$ cat config.mk
export PLATFORM = sky130hd
export DESIGN_NAME = uart_tx
export DESIGN_NICKNAME = d
export VERILOG_FILES = /design/src/rtl/uart_pkg.sv /design/src/rtl/uart_tx_fifo.sv /design/src/rtl/uart_tx.sv
export SDC_FILE = /design/constraint.sdc
export NUM_CORES = 1
export LEC_CHECK = 0
export CAP_MARGIN = 5
export CORE_MARGIN = 2
export CORE_UTILIZATION = 39
export CTS_CLUSTER_DIAMETER = 50
export DETAILED_ROUTE_END_ITERATION = 6
export GPL_ROUTABILITY_DRIVEN = 0
export PLACE_DENSITY_LB_ADDON = 0.1
export SLEW_MARGIN = 20
export SYNTH_ARGS = -nofsm -noshare
export SYNTH_HDL_FRONTEND = slang
export SYNTH_SLANG_ARGS = --single-unit
$ cat constraint.sdc
create_clock -name clk -period 4.3 [get_ports clk]
set_input_delay 0.645 -clock clk [delete_from_list [all_inputs] [get_ports clk]]
set_output_delay 0.645 -clock clk [all_outputs]
set_load 0.05 [all_outputs]
$ cat src/rtl/uart_pkg.sv
// Shared UART definitions: FSM state encodings and frame/baud constants
// used by both the transmit and receive paths.
package uart_pkg;

    typedef enum logic [1:0] {
        ST_IDLE  = 2'd0,
        ST_START = 2'd1,
        ST_DATA  = 2'd2,
        ST_STOP  = 2'd3
    } uart_state_e;

    localparam int UART_DATA_BITS    = 8;
    localparam int UART_CLKS_PER_BIT = 10417;

endpackage

$ cat src/rtl/uart_tx_fifo.sv
// Synchronous byte FIFO for the UART transmitter. Pointers carry one extra
// wrap bit so full and empty are distinguishable; head data is combinational.
module uart_tx_fifo
    import uart_pkg::*;
#(
    parameter int DEPTH = 16,
    parameter int WIDTH = UART_DATA_BITS,
    localparam int AW   = $clog2(DEPTH)
) (
    input  logic             clk,
    input  logic             rst,
    input  logic             push_i,
    input  logic [WIDTH-1:0] wdata_i,
    input  logic             pop_i,
    output logic [WIDTH-1:0] rdata_o,
    output logic             full_o,
    output logic             empty_o,
    output logic [AW:0]      count_o
);

    logic [WIDTH-1:0] mem_q [DEPTH];
    logic [AW:0]      wr_ptr_q, wr_ptr_d;
    logic [AW:0]      rd_ptr_q, rd_ptr_d;
    logic             do_push, do_pop;

    assign empty_o = (wr_ptr_q == rd_ptr_q);
    assign full_o  = (wr_ptr_q[AW] != rd_ptr_q[AW]) &&
                     (wr_ptr_q[AW-1:0] == rd_ptr_q[AW-1:0]);
    assign count_o = wr_ptr_q - rd_ptr_q;

    // A push while full is dropped even if a pop frees a slot this cycle.
    assign do_push = push_i && !full_o;
    assign do_pop  = pop_i && !empty_o;

    assign wr_ptr_d = do_push ? wr_ptr_q + (AW+1)'(1) : wr_ptr_q;
    assign rd_ptr_d = do_pop  ? rd_ptr_q + (AW+1)'(1) : rd_ptr_q;
    assign rdata_o  = mem_q[rd_ptr_q[AW-1:0]];

    always_ff @(posedge clk) begin
        if (rst) begin
            wr_ptr_q <= '0;
            rd_ptr_q <= '0;
        end else begin
            wr_ptr_q <= wr_ptr_d;
            rd_ptr_q <= rd_ptr_d;
        end
    end

    always_ff @(posedge clk) begin
        if (do_push) begin
            mem_q[wr_ptr_q[AW-1:0]] <= wdata_i;
        end
    end

endmodule

$ cat src/rtl/uart_tx.sv
// UART 8N1 transmitter: valid/ready byte input, FIFO buffering, registered
// serial output with back-to-back frames when the FIFO stays non-empty.
module uart_tx
    import uart_pkg::*;
#(
    parameter int CLKS_PER_BIT = UART_CLKS_PER_BIT,
    parameter int FIFO_DEPTH   = 16,
    localparam int CW          = $clog2(CLKS_PER_BIT),
    localparam int FCW         = $clog2(FIFO_DEPTH) + 1
) (
    input  logic                      clk,
    input  logic                      rst,
    input  logic [UART_DATA_BITS-1:0] tx_data,
    input  logic                      tx_valid,
    output logic                      tx_ready,
    output logic                      uart_rxd_out,
    output logic                      busy,
    output logic [FCW-1:0]            fifo_count
);

    localparam int BW = $clog2(UART_DATA_BITS);
    localparam logic [CW-1:0] BAUD_LAST = CW'(CLKS_PER_BIT - 1);
    localparam logic [BW-1:0] BIT_LAST  = BW'(UART_DATA_BITS - 1);

    uart_state_e               state_q, state_d;
    logic [CW-1:0]             baud_q, baud_d;
    logic [BW-1:0]             bit_q, bit_d;
    logic [UART_DATA_BITS-1:0] shift_q, shift_d;
    logic                      line_q, line_d;
    logic                      pop;
    logic                      baud_end;
    logic                      fifo_full, fifo_empty;
    logic [UART_DATA_BITS-1:0] fifo_rdata;

    uart_tx_fifo #(
        .DEPTH (FIFO_DEPTH),
        .WIDTH (UART_DATA_BITS)
    ) u_fifo (
        .clk     (clk),
        .rst     (rst),
        .push_i  (tx_valid),
        .wdata_i (tx_data),
        .pop_i   (pop),
        .rdata_o (fifo_rdata),
        .full_o  (fifo_full),
        .empty_o (fifo_empty),
        .count_o (fifo_count)
    );

    assign baud_end     = (baud_q == BAUD_LAST);
    assign tx_ready     = !fifo_full;
    assign busy         = (state_q != ST_IDLE) || !fifo_empty;
    assign uart_rxd_out = line_q;

    always_ff @(posedge clk) begin
        if (rst) begin
            state_q <= ST_IDLE;
            baud_q  <= '0;
            bit_q   <= '0;
            line_q  <= 1'b1;
        end else begin
            state_q <= state_d;
            baud_q  <= baud_d;
            bit_q   <= bit_d;
            line_q  <= line_d;
        end
    end

    always_ff @(posedge clk) begin
        shift_q <= shift_d;
    end

    // The shift register is pre-shifted at each bit boundary, so shift_q[0]
    // always holds the next bit to put on the line.
    always_comb begin
        state_d = state_q;
        baud_d  = baud_q;
        bit_d   = bit_q;
        shift_d = shift_q;
        case (state_q)
            ST_IDLE: begin
                baud_d = '0;
                if (!fifo_empty) begin
                    state_d = ST_START;
                    shift_d = fifo_rdata;
                end
            end
            ST_START: begin
                baud_d = baud_end ? '0 : baud_q + CW'(1);
                if (baud_end) begin
                    state_d = ST_DATA;
                    bit_d   = '0;
                    shift_d = shift_q >> 1;
                end
            end
            ST_DATA: begin
                baud_d = baud_end ? '0 : baud_q + CW'(1);
                if (baud_end) begin
                    if (bit_q == BIT_LAST) begin
                        state_d = ST_STOP;
                    end else begin
                        bit_d   = bit_q + BW'(1);
                        shift_d = shift_q >> 1;
                    end
                end
            end
            ST_STOP: begin
                baud_d = baud_end ? '0 : baud_q + CW'(1);
                if (baud_end) begin
                    if (!fifo_empty) begin
                        state_d = ST_START;
                        shift_d = fifo_rdata;
                    end else begin
                        state_d = ST_IDLE;
                    end
                end
            end
            default: state_d = ST_IDLE;
        endcase
    end

    always_comb begin
        pop    = 1'b0;
        line_d = line_q;
        case (state_q)
            ST_IDLE: begin
                line_d = 1'b1;
                if (!fifo_empty) begin
                    pop    = 1'b1;
                    line_d = 1'b0;
                end
            end
            ST_START: begin
                if (baud_end) line_d = shift_q[0];
            end
            ST_DATA: begin
                if (baud_end) line_d = (bit_q == BIT_LAST) ? 1'b1 : shift_q[0];
            end
            ST_STOP: begin
                if (baud_end) begin
                    pop    = !fifo_empty;
                    line_d = fifo_empty;
                end
            end
            default: line_d = 1'b1;
        endcase
    end

endmodule
==> flow_summary.json, run 1 <==
{
  "port_buffers": 18,
  "slew_headroom_pct": 33.7,
  "clock_sinks": 170,
  "antenna_found_initial": 0,
  "fin_skew_ns": 0.0106,
  "post_cts_resize_count": 0,
  "die_w_um": 138,
  "pin_count": 19,
  "grt_max_degree": 23,
  "synth_edf_count": 136,
  "critPathRequiredTime_ns": 3.65,
  "power.density_nw_per_um2": 578,
  "synth_warnings": 0,
  "netlist_top_cells_count": "edfxtp_1, nor2_1, dfxtp_1",
  "syn_avg_cell_area_um2": 16.0,
  "ys.flop_type": "edfxtp_1",
  "drv_slew": 0,
  "crit_type": "flip-flop to output port",
  "postCtsHoldBufs": 0,
  "fmax_ghz": 0.292,
  "synthCells": 441,
  "synth_top_area_cell": "edfxtp_1",
  "multi_input_area_um2": 2140,
  "dp_hpwl_um": 9160,
  "yosysSeqAreaShare_pct": 67.6,
  "ys_types": 50,
  "ff_latch_area_um2": 4770,
  "drive_gt1_share_pct": 18.5,
  "setup_tns_ns": 0,
  "p_sw_mw": 1.43,
  "combPwrFrac_pct": 24.8,
  "place_inst": 678,
  "htree_levels": 4,
  "fin_cells": 710,
  "grt_usage_pct": 15.3,
  "min_path_cells": 1,
  "syn2layout_area_growth_pct": 14.6,
  "hold_class": "flip-flop to flip-flop",
  "drtAntennaViolNets": 0,
  "finalWirelength_um": 13900,
  "tritoncts": "built",
  "min_from": "baud_q[0]$_SDFF_PP0_",
  "p_leak_nw": 2.65,
  "worst_pin_slew_ns": 0.993,
  "hold_path_end": "baud_q[0]$_SDFF_PP0_",
  "die_h_um": 138,
  "p_seq_share_pct": 42.9,
  "diodes": 0,
  "via_count": 3692,
  "crit_fanout": 5,
  "rsz0062_at_grt": "false",
  "period_share_pct": 79.6,
  "drv_cap": 0,
  "core-area_um2": 17800,
  "reg2reg_slack_ns": 1.22,
  "design.die.area_um2": 19200,
  "routedWlPerCell_um": 19.6,
  "start_util_pct": 39.5,
  "crit_path_end_kind": "output port",
  "yosysMostFrequentCell": "edfxtp_1",
  "cts-root-buf": "clkbuf_16",
  "drtIter0Drc": 196,
  "setup_viol": 0,
  "cp.arrival_ns": 2.78,
  "syn-num-nets": 471,
  "clk-insertion-delay-late_ns": 0.43,
  "min_period_ns": 3.42,
  "netlist.area_leader.share_pct": 57.9,
  "outcome": "completed",
  "timing.rr.end": "u_fifo.mem_q[13][4]$_DFFE_PP_",
  "reg2reg_depth": 5,
  "critPathLaunchType": "flip-flop",
  "via_per_inst": 5.20,
  "clk_pin_slew_ns": 0.07,
  "drt_pre_antenna_iters": 4,
  "cts_buffers": 17,
  "fillCellCount": 1537,
  "synthesis.area_um2": 7050,
  "synth_seq_cells": 170,
  "postCtsSetupBuffers": 0,
  "p_sw_share_pct": 30.6,
  "final_nets": 498,
  "grt_pass1_vias": 3702,
  "p_int_mw": 3.24,
  "synth_area_leaders": "edfxtp_1, mux4_2, dfxtp_1, ha_1, nor2_1",
  "drc": 0,
  "row_count": 49,
  "clock_path_buffers": 2,
  "async_flop_share_pct": 0,
  "grt-ovfl-total": 0,
  "pwr-share-clk_pct": 32.3,
  "grt_pass1_wl_um": 21700,
  "hold_viol_final": 0,
  "peakVddDrop_v": 0.000449,
  "crit-reg2reg-launch": "u_fifo.wr_ptr_q[2]$_SDFFE_PP0P_"
}
==> sequential cells by signal, summed over array words and instances (netlist names), named ones only <==
register and count:
u_fifo.mem_q 128, baud_q 14, shift_q 8, u_fifo.rd_ptr_q 5
u_fifo.wr_ptr_q 5, bit_q 3, state_q 2, uart_rxd_out 1
==> layer usage <==
metal	part of all wire, %	vias to the layer above	global-route usage, %
met5	0	-	0
met3	2.8	10	3.84
li1	-	1745	-
met2	50	51	24.8
met4	0.76	0	4.83
met1	47	1886	20.3
==> cells in the final DEF (no fill, tap or decap), types with 2 or more instances in the layout <==
| cell | Yosys | final |
|---|---|---|
| a22oi_1 | 16 | 16 |
| dfxtp_1 | 34 | 33 |
| mux2i_1 | 4 | 4 |
| mux2_2 | 4 | 4 |
| nand2_1 | 25 | 25 |
| nand3_1 | 5 | 5 |
| buf_4 | 1 | 9 |
| a22o_1 | 7 | 7 |
| and3_1 | 3 | 3 |
| or3_2 | 2 | 2 |
| nor2_1 | 41 | 41 |
| xnor2_1 | 8 | 8 |
| inv_1 | 15 | 15 |
| a21oi_1 | 12 | 12 |
| clkinvlp_4 | 0 | 2 |
| inv_6 | 0 | 5 |
| a21o_1 | 2 | 2 |
| nand4_1 | 2 | 2 |
| or3_1 | 2 | 2 |
| and2_1 | 3 | 3 |
| clkdlybuf4s50_1 | 0 | 18 |
| ha_1 | 18 | 18 |
| clkbuf_16 | 0 | 17 |
| mux4_2 | 33 | 33 |
| nor2b_1 | 4 | 4 |
| nor3_1 | 5 | 5 |
| nand2b_1 | 4 | 4 |
| xor2_1 | 12 | 12 |
| o21ai_0 | 4 | 4 |
| o31ai_1 | 2 | 2 |
| edfxtp_1 | 136 | 136 |
| inv_8 | 0 | 4 |
==> final cells by class <==
cell class,instances,share of cell area [%]
Sequential cell,170,59.0
Multi-Input combinational cell,237,26.5
Clock buffer,18,5.31
Tap cell,229,3.55
Timing Repair Buffer,27,3.07
Clock inverter,14,1.92
Inverter,15,0.697
==> through the flow <==
stage | power, mW | area [um^2] | worst slack, ns | utilization (%) | hold WS (ns)
after floorplan | 2.89 | 7050 | 1.55 | - | 0.437
after global placement | 3.21 | 7500 | 1.25 | 42.0 | 0.462
after detailed placement | 3.22 | 7500 | 1.17 | 42.0 | 0.476
after CTS | 4.73 | 8080 | 0.848 | 45.3 | 0.492
after global routing | 4.90 | 8080 | 0.680 | 45.3 | 0.545
final | 4.67 | 8080 | 0.878 | 45.3 | 0.499
==> critical path, stage by stage (launching register included) <==
cell and delay [ns]:
dfxtp_1 0.41, inv_1 0.11, ha_1 0.22, fa_1 0.41, inv_1 0.07, a21o_1 0.10
a21oi_1 0.07, xnor2_1 0.13, clkdlybuf4s50_1 0.82
==> power groups by stage <==
stage                     Clock, mW  Sequential (mW)  Combinational, mW
after detailed placement          0             2.04               1.18
after global routing           1.61             2.02               1.26
after CTS                      1.54             2.01               1.18
final                          1.51             2.00               1.16
after floorplan                   0             1.99              0.894
after global placement            0             2.04               1.17
==> cell families after synthesis <==
family          Yosys count  synth area share, %
flops                   170                 67.6
simple gates            107                 7.67
compound gates           50                 4.97
mux                      41                 11.8
buf+inv                  34                 2.06
xor+xnor                 20                 2.48
fa+ha+maj                19                 3.48
==> how the worst max path moves through the flow <==
| stage | start | endpoint | slack, ns | cells after the start |
|---|---|---|---|---|
| floorplan | u_fifo.wr_ptr_q[0]$_SDFFE_PP0P_ | fifo_count[4] | 1.55 | 7 |
| global placement | tx_valid | u_fifo.mem_q[11][2]$_DFFE_PP_ | 1.25 | 4 |
| detailed placement | u_fifo.wr_ptr_q[2]$_SDFFE_PP0P_ | u_fifo.mem_q[13][2]$_DFFE_PP_ | 1.17 | 5 |
| CTS | u_fifo.wr_ptr_q[0]$_SDFFE_PP0P_ | fifo_count[4] | 0.85 | 8 |
| global route | u_fifo.wr_ptr_q[0]$_SDFFE_PP0P_ | fifo_count[4] | 0.68 | 8 |
| finish | u_fifo.wr_ptr_q[0]$_SDFFE_PP0P_ | fifo_count[4] | 0.88 | 8 |
Power figures use the tool's default switching activity.
==> inputs of run 2 (changes only) <==
Clock period 4.3 ns to 3.3 ns, I/O delays scaled along.
==> run 2 against run 1 <==
- clock power is 30% higher
- worst setup slack worse by 0.67 ns
- non-clock buffer count is 12 higher
- critical endpoint is now fifo_count[2]
- sequential share of layout area is 0.73 points lower
- sequential cell count stayed put
- largest cell class unchanged
==> flow_summary.json, run 2 (same netlist as run 1, synthesis figures left out) <==
{
  "diodes": 0,
  "critPathRequiredTime_ns": 2.80,
  "pin_count": 19,
  "place_inst": 690,
  "drv_cap": 0,
  "grt_pass1_vias": 3866,
  "row_count": 49,
  "fin_cells": 721,
  "critPathLaunch": "u_fifo.wr_ptr_q[0]$_SDFFE_PP0P_",
  "min_period_ns": 3.09,
  "rsz0062_at_grt": "false",
  "place_ws_ns": 0.433,
  "via_count": 3736,
  "drt_pre_antenna_iters": 4,
  "fmax_ghz": 0.324,
  "grt_max_degree": 33,
  "cts-root-buf": "clkbuf_16",
  "grt-ovfl-total": 0,
  "hold_viol_final": 0,
  "design.die.area_um2": 19200,
  "finish.utilization_pct": 45.9,
  "dp_hpwl_um": 9300,
  "p_seq_share_pct": 43.0,
  "combPwrFrac_pct": 24.9,
  "die_w_um": 138,
  "fin_skew_ns": 0.0120,
  "crit_fanout": 5,
  "drv_slew": 0,
  "fillCellCount": 1539,
  "pwr-share-clk_pct": 32.1,
  "p_sw_mw": 1.87,
  "holdWs_ns": 0.474,
  "grt_pass1_wl_um": 22500,
  "outcome": "completed",
  "routedWlPerCell_um": 19.4,
  "drtAntennaViolNets": 0,
  "clk-insertion-delay-late_ns": 0.43,
  "final_nets": 510,
  "drive_gt1_share_pct": 20.3,
  "antenna_found_initial": 0,
  "cts_buffers": 17,
  "drc": 0,
  "syn2layout_area_growth_pct": 16.1,
  "setup_viol": 0,
  "final_cell_mix": "edfxtp_1, nor2_1, mux4_2, dfxtp_1, nand2_1",
  "peakVddDrop_v": 0.000393,
  "tritoncts": "built",
  "clock_path_buffers": 2,
  "p_int_mw": 4.24,
  "critPathLaunchType": "flip-flop",
  "htree_levels": 4,
  "via_per_inst": 5.18,
  "period_share_pct": 93.6,
  "crit-reg2reg-launch": "u_fifo.wr_ptr_q[2]$_SDFFE_PP0P_",
  "place_area_um2": 7600,
  "final_area_um2": 8180,
  "timing.rr.end": "u_fifo.mem_q[1][4]$_DFFE_PP_",
  "final_common_cell": "edfxtp_1",
  "hold_class": "flip-flop to flip-flop",
  "reg2reg_slack_ns": 0.51,
  "drtIter0Drc": 196,
  "clock_sinks": 170,
  "worst_pin_slew_ns": 0.693,
  "core-area_um2": 17800,
  "p_leak_nw": 2.74,
  "postCtsHoldBufs": 0,
  "slew_headroom_pct": 53.8,
  "p_total_mw": 6.11,
  "start_util_pct": 39.5,
  "power.density_nw_per_um2": 746,
  "finalWirelength_um": 14000,
  "setup_ws_ns": 0.211,
  "port_buffers": 18,
  "setup_tns_ns": 0,
  "grt_usage_pct": 15.7,
  "cp-endpoint": "fifo_count[2]",
  "crit_path_end_kind": "output port",
  "largest_reg_flops": 128,
  "die_h_um": 138,
  "reg2reg_depth": 6,
  "clk_pin_slew_ns": 0.07,
  "crit_type": "flip-flop to output port",
  "cp.arrival_ns": 2.59,
  "p_sw_share_pct": 30.6
}
[run 2: changes by cell type in the layout (fill, tap and decap cells not counted)]
cell             previous run  this run
buf_12                      0         1
buf_4                       9        20
clkbuf_1                    1         0
clkdlybuf4s50_1            18        16
clkinv_1                    0         1
clkinv_2                    1         0
clkinv_4                    0         4
clkinvlp_4                  2         0
dlygate4sd2_1               0         1
dlymetal6s2s_1              0         1
inv_6                       5         3
[run 2: metal layers]
metal | global-route usage (%) | routed length, um | up-vias
met5 | 0 | 0 | -
met4 | 4.35 | 133 | 0
met3 | 3.74 | 374 | 12
met2 | 25.4 | 7000 | 47
met1 | 21.4 | 6490 | 1905
li1 | - | - | 1772
[run 2: power groups by stage]
stage	combinational [mW]	sequential, mW	clock (mW)
finish	1.52	2.62	1.96
global route	1.67	2.65	2.08
CTS	1.56	2.63	2.01
detailed placement	1.56	2.68	0
global placement	1.54	2.68	0
floorplan	1.17	2.60	0
[run 2: worst max-delay path, stage by stage (launching register included)]
cell	delay (ns)
dfxtp_1	0.42
inv_1	0.12
ha_1	0.22
fa_1	0.41
xnor2_1	0.17
clkdlybuf4s50_1	0.81
[run 2: worst min-delay path by stage]
stage	slack (ns)	to	cells past startpoint	start
3_3_place_gp	0.46	baud_q[0]$_SDFF_PP0_	1	baud_q[0]$_SDFF_PP0_
4_1_cts	0.48	baud_q[0]$_SDFF_PP0_	1	baud_q[0]$_SDFF_PP0_
6_report	0.47	baud_q[0]$_SDFF_PP0_	1	baud_q[0]$_SDFF_PP0_
2_1_floorplan	0.44	baud_q[0]$_SDFF_PP0_	1	baud_q[0]$_SDFF_PP0_
3_5_place_dp	0.47	baud_q[0]$_SDFF_PP0_	1	baud_q[0]$_SDFF_PP0_
5_1_grt	0.50	baud_q[0]$_SDFF_PP0_	1	baud_q[0]$_SDFF_PP0_
[run 2: final cells by class]
cell class | count | area [um^2] | share of cell area [%]
sequential | 170 | 4770 | 58.3
timing repair buffer | 39 | 352 | 4.30
tap | 229 | 287 | 3.50
clock inverter | 14 | 156 | 1.91
multi-input combinational | 237 | 2140 | 26.2
clock buffer | 17 | 425 | 5.20
inverter | 15 | 56.3 | 0.688
[run 2: timing repair]
item                                    in CTS  in global routing
endpoints found under the hold margin        0                  0
endpoints found under the setup margin       1                  1
setup buffers                                0                  0
gates resized for setup                      1                  1
==> inputs of run 3 (changes only) <==
Settings changed: CTS_CLUSTER_DIAMETER 50 to not set, MAX_ROUTING_LAYER set to met4, SKIP_CTS_REPAIR_TIMING set to 1.
==> run 3 against run 2 <==
- cell count did not move
- first-iteration DRC count rose by 25%
- register-to-register slack improved by 0.02 ns
- clock power barely moved
- worst setup slack barely moved
- via count rose by 0.54%
- die area did not move
- non-clock buffer count did not move
- critical path depth did not move
- global-route usage rose by 0.46 points
- largest power group unchanged
- highest routed layer unchanged
==> flow_summary.json, run 3 (same netlist as run 1, synthesis figures left out) <==
{
  "outcome": "completed",
  "clk-insertion-delay-late_ns": 0.43,
  "final_common_cell": "edfxtp_1",
  "min_period_ns": 3.09,
  "slew_headroom_pct": 53.9,
  "port_buffers": 18,
  "clock_sinks": 170,
  "grt_usage_pct": 16.1,
  "final_nets": 510,
  "largest_reg_flops": 128,
  "p_sw_mw": 1.87,
  "drc": 0,
  "clock_path_buffers": 2,
  "critPathLaunchType": "flip-flop",
  "drive_gt1_share_pct": 20.3,
  "hold_viol_final": 0,
  "cp.arrival_ns": 2.59,
  "htree_levels": 4,
  "antenna_found_initial": 0,
  "via_count": 3756,
  "drtIter0Drc": 245,
  "start_util_pct": 39.5,
  "cts-root-buf": "clkbuf_16",
  "pwr-share-clk_pct": 32.0,
  "p_sw_share_pct": 30.6,
  "syn2layout_area_growth_pct": 16.1,
  "finalWirelength_um": 14000,
  "p_leak_nw": 2.75,
  "crit_fanout": 5,
  "p_total_mw": 6.11,
  "drv_slew": 0,
  "pin_count": 19,
  "place_ws_ns": 0.433,
  "setup_viol": 0,
  "crit_path_end_kind": "output port",
  "final_cell_mix": "edfxtp_1, nor2_1, mux4_2, dfxtp_1, nand2_1",
  "design.die.area_um2": 19200,
  "grt_max_degree": 33,
  "clk_pin_slew_ns": 0.07,
  "row_count": 49,
  "place_inst": 690,
  "setup_ws_ns": 0.211,
  "die_w_um": 138,
  "grt_pass1_wl_um": 22500,
  "die_h_um": 138,
  "fmax_ghz": 0.324,
  "period_share_pct": 93.6,
  "diodes": 0,
  "grt-ovfl-total": 0,
  "rsz0062_at_grt": "false",
  "routedWlPerCell_um": 19.4,
  "drv_cap": 0,
  "fin_cells": 721,
  "critPathRequiredTime_ns": 2.80,
  "fin_skew_ns": 0.0115,
  "peakVddDrop_v": 0.000394,
  "via_per_inst": 5.21,
  "cts_buffers": 17,
  "dp_hpwl_um": 9300,
  "p_seq_share_pct": 43.0,
  "power.density_nw_per_um2": 747,
  "grt_pass1_vias": 3867,
  "drtAntennaViolNets": 0,
  "crit_type": "flip-flop to output port",
  "hold_class": "flip-flop to flip-flop",
  "core-area_um2": 17800,
  "combPwrFrac_pct": 25.0,
  "fillCellCount": 1537,
  "drt_pre_antenna_iters": 4,
  "tritoncts": "built",
  "p_int_mw": 4.24,
  "worst_pin_slew_ns": 0.692
}
## run 3: cell types whose count changed in the layout (fill, tap and decap cells not counted), sizes merged
cell | previous run | this run
dlymetal6s2s | 1 | 2
dlygate4sd2 | 1 | 0
## run 3: path summary, 6_finish.rpt
path	cells past startpoint	end	from	slack, ns
worst max-delay path	5	fifo_count[2]	u_fifo.wr_ptr_q[0]$_SDFFE_PP0P_	0.21
worst max register to register	6	u_fifo.mem_q[1][4]$_DFFE_PP_	u_fifo.wr_ptr_q[2]$_SDFFE_PP0P_	0.53
worst min-delay path	1	baud_q[0]$_SDFF_PP0_	baud_q[0]$_SDFF_PP0_	0.47
worst min register to register	1	baud_q[0]$_SDFF_PP0_	baud_q[0]$_SDFF_PP0_	0.47
## run 3: cell type report
class	instances	area, um^2	share of cell area [%]
well taps	229	287	3.50
flip-flops and latches	170	4770	58.2
clock inverters	14	156	1.91
repair buffers	39	355	4.34
clock buffers	17	425	5.20
inverters	15	56.3	0.688
multi-input cells	237	2140	26.1
## run 3: power groups by stage
stage / registers, mW / clock network [mW] / logic [mW]
final: 2.62 / 1.96 / 1.53
after global routing: 2.65 / 2.08 / 1.67
after CTS: 2.63 / 2.01 / 1.56
after detailed placement: 2.68 / 0 / 1.56
after global placement: 2.68 / 0 / 1.54
after floorplan: 2.60 / 0 / 1.17
## run 3: metrics by stage
stage | setup TNS (ns) | util, % | instance area (um^2) | hold WS (ns)
final | 0 | 45.9 | 8190 | 0.474
after global routing | 0 | 45.9 | 8190 | 0.505
after CTS | -0.0605 | 45.9 | 8180 | 0.482
after detailed placement | 0 | 42.6 | 7600 | 0.466
after global placement | 0 | 42.6 | 7600 | 0.456
after floorplan | 0 | - | 7050 | 0.437
## run 3: worst max-delay path: stages, from the launching register on
cell	delay [ns]
dfxtp_1	0.42
inv_1	0.12
ha_1	0.22
fa_1	0.41
xnor2_1	0.17
clkdlybuf4s50_1	0.81
## run 3: layer usage
metal  vias up  share of wire [%]  track usage [%]
li1       1773                  -                -
met4         0               0.95             4.35
met5         -                  0                -
met1      1921                 45             21.3
met2        50                 50             25.3
met3        12                3.4             3.74
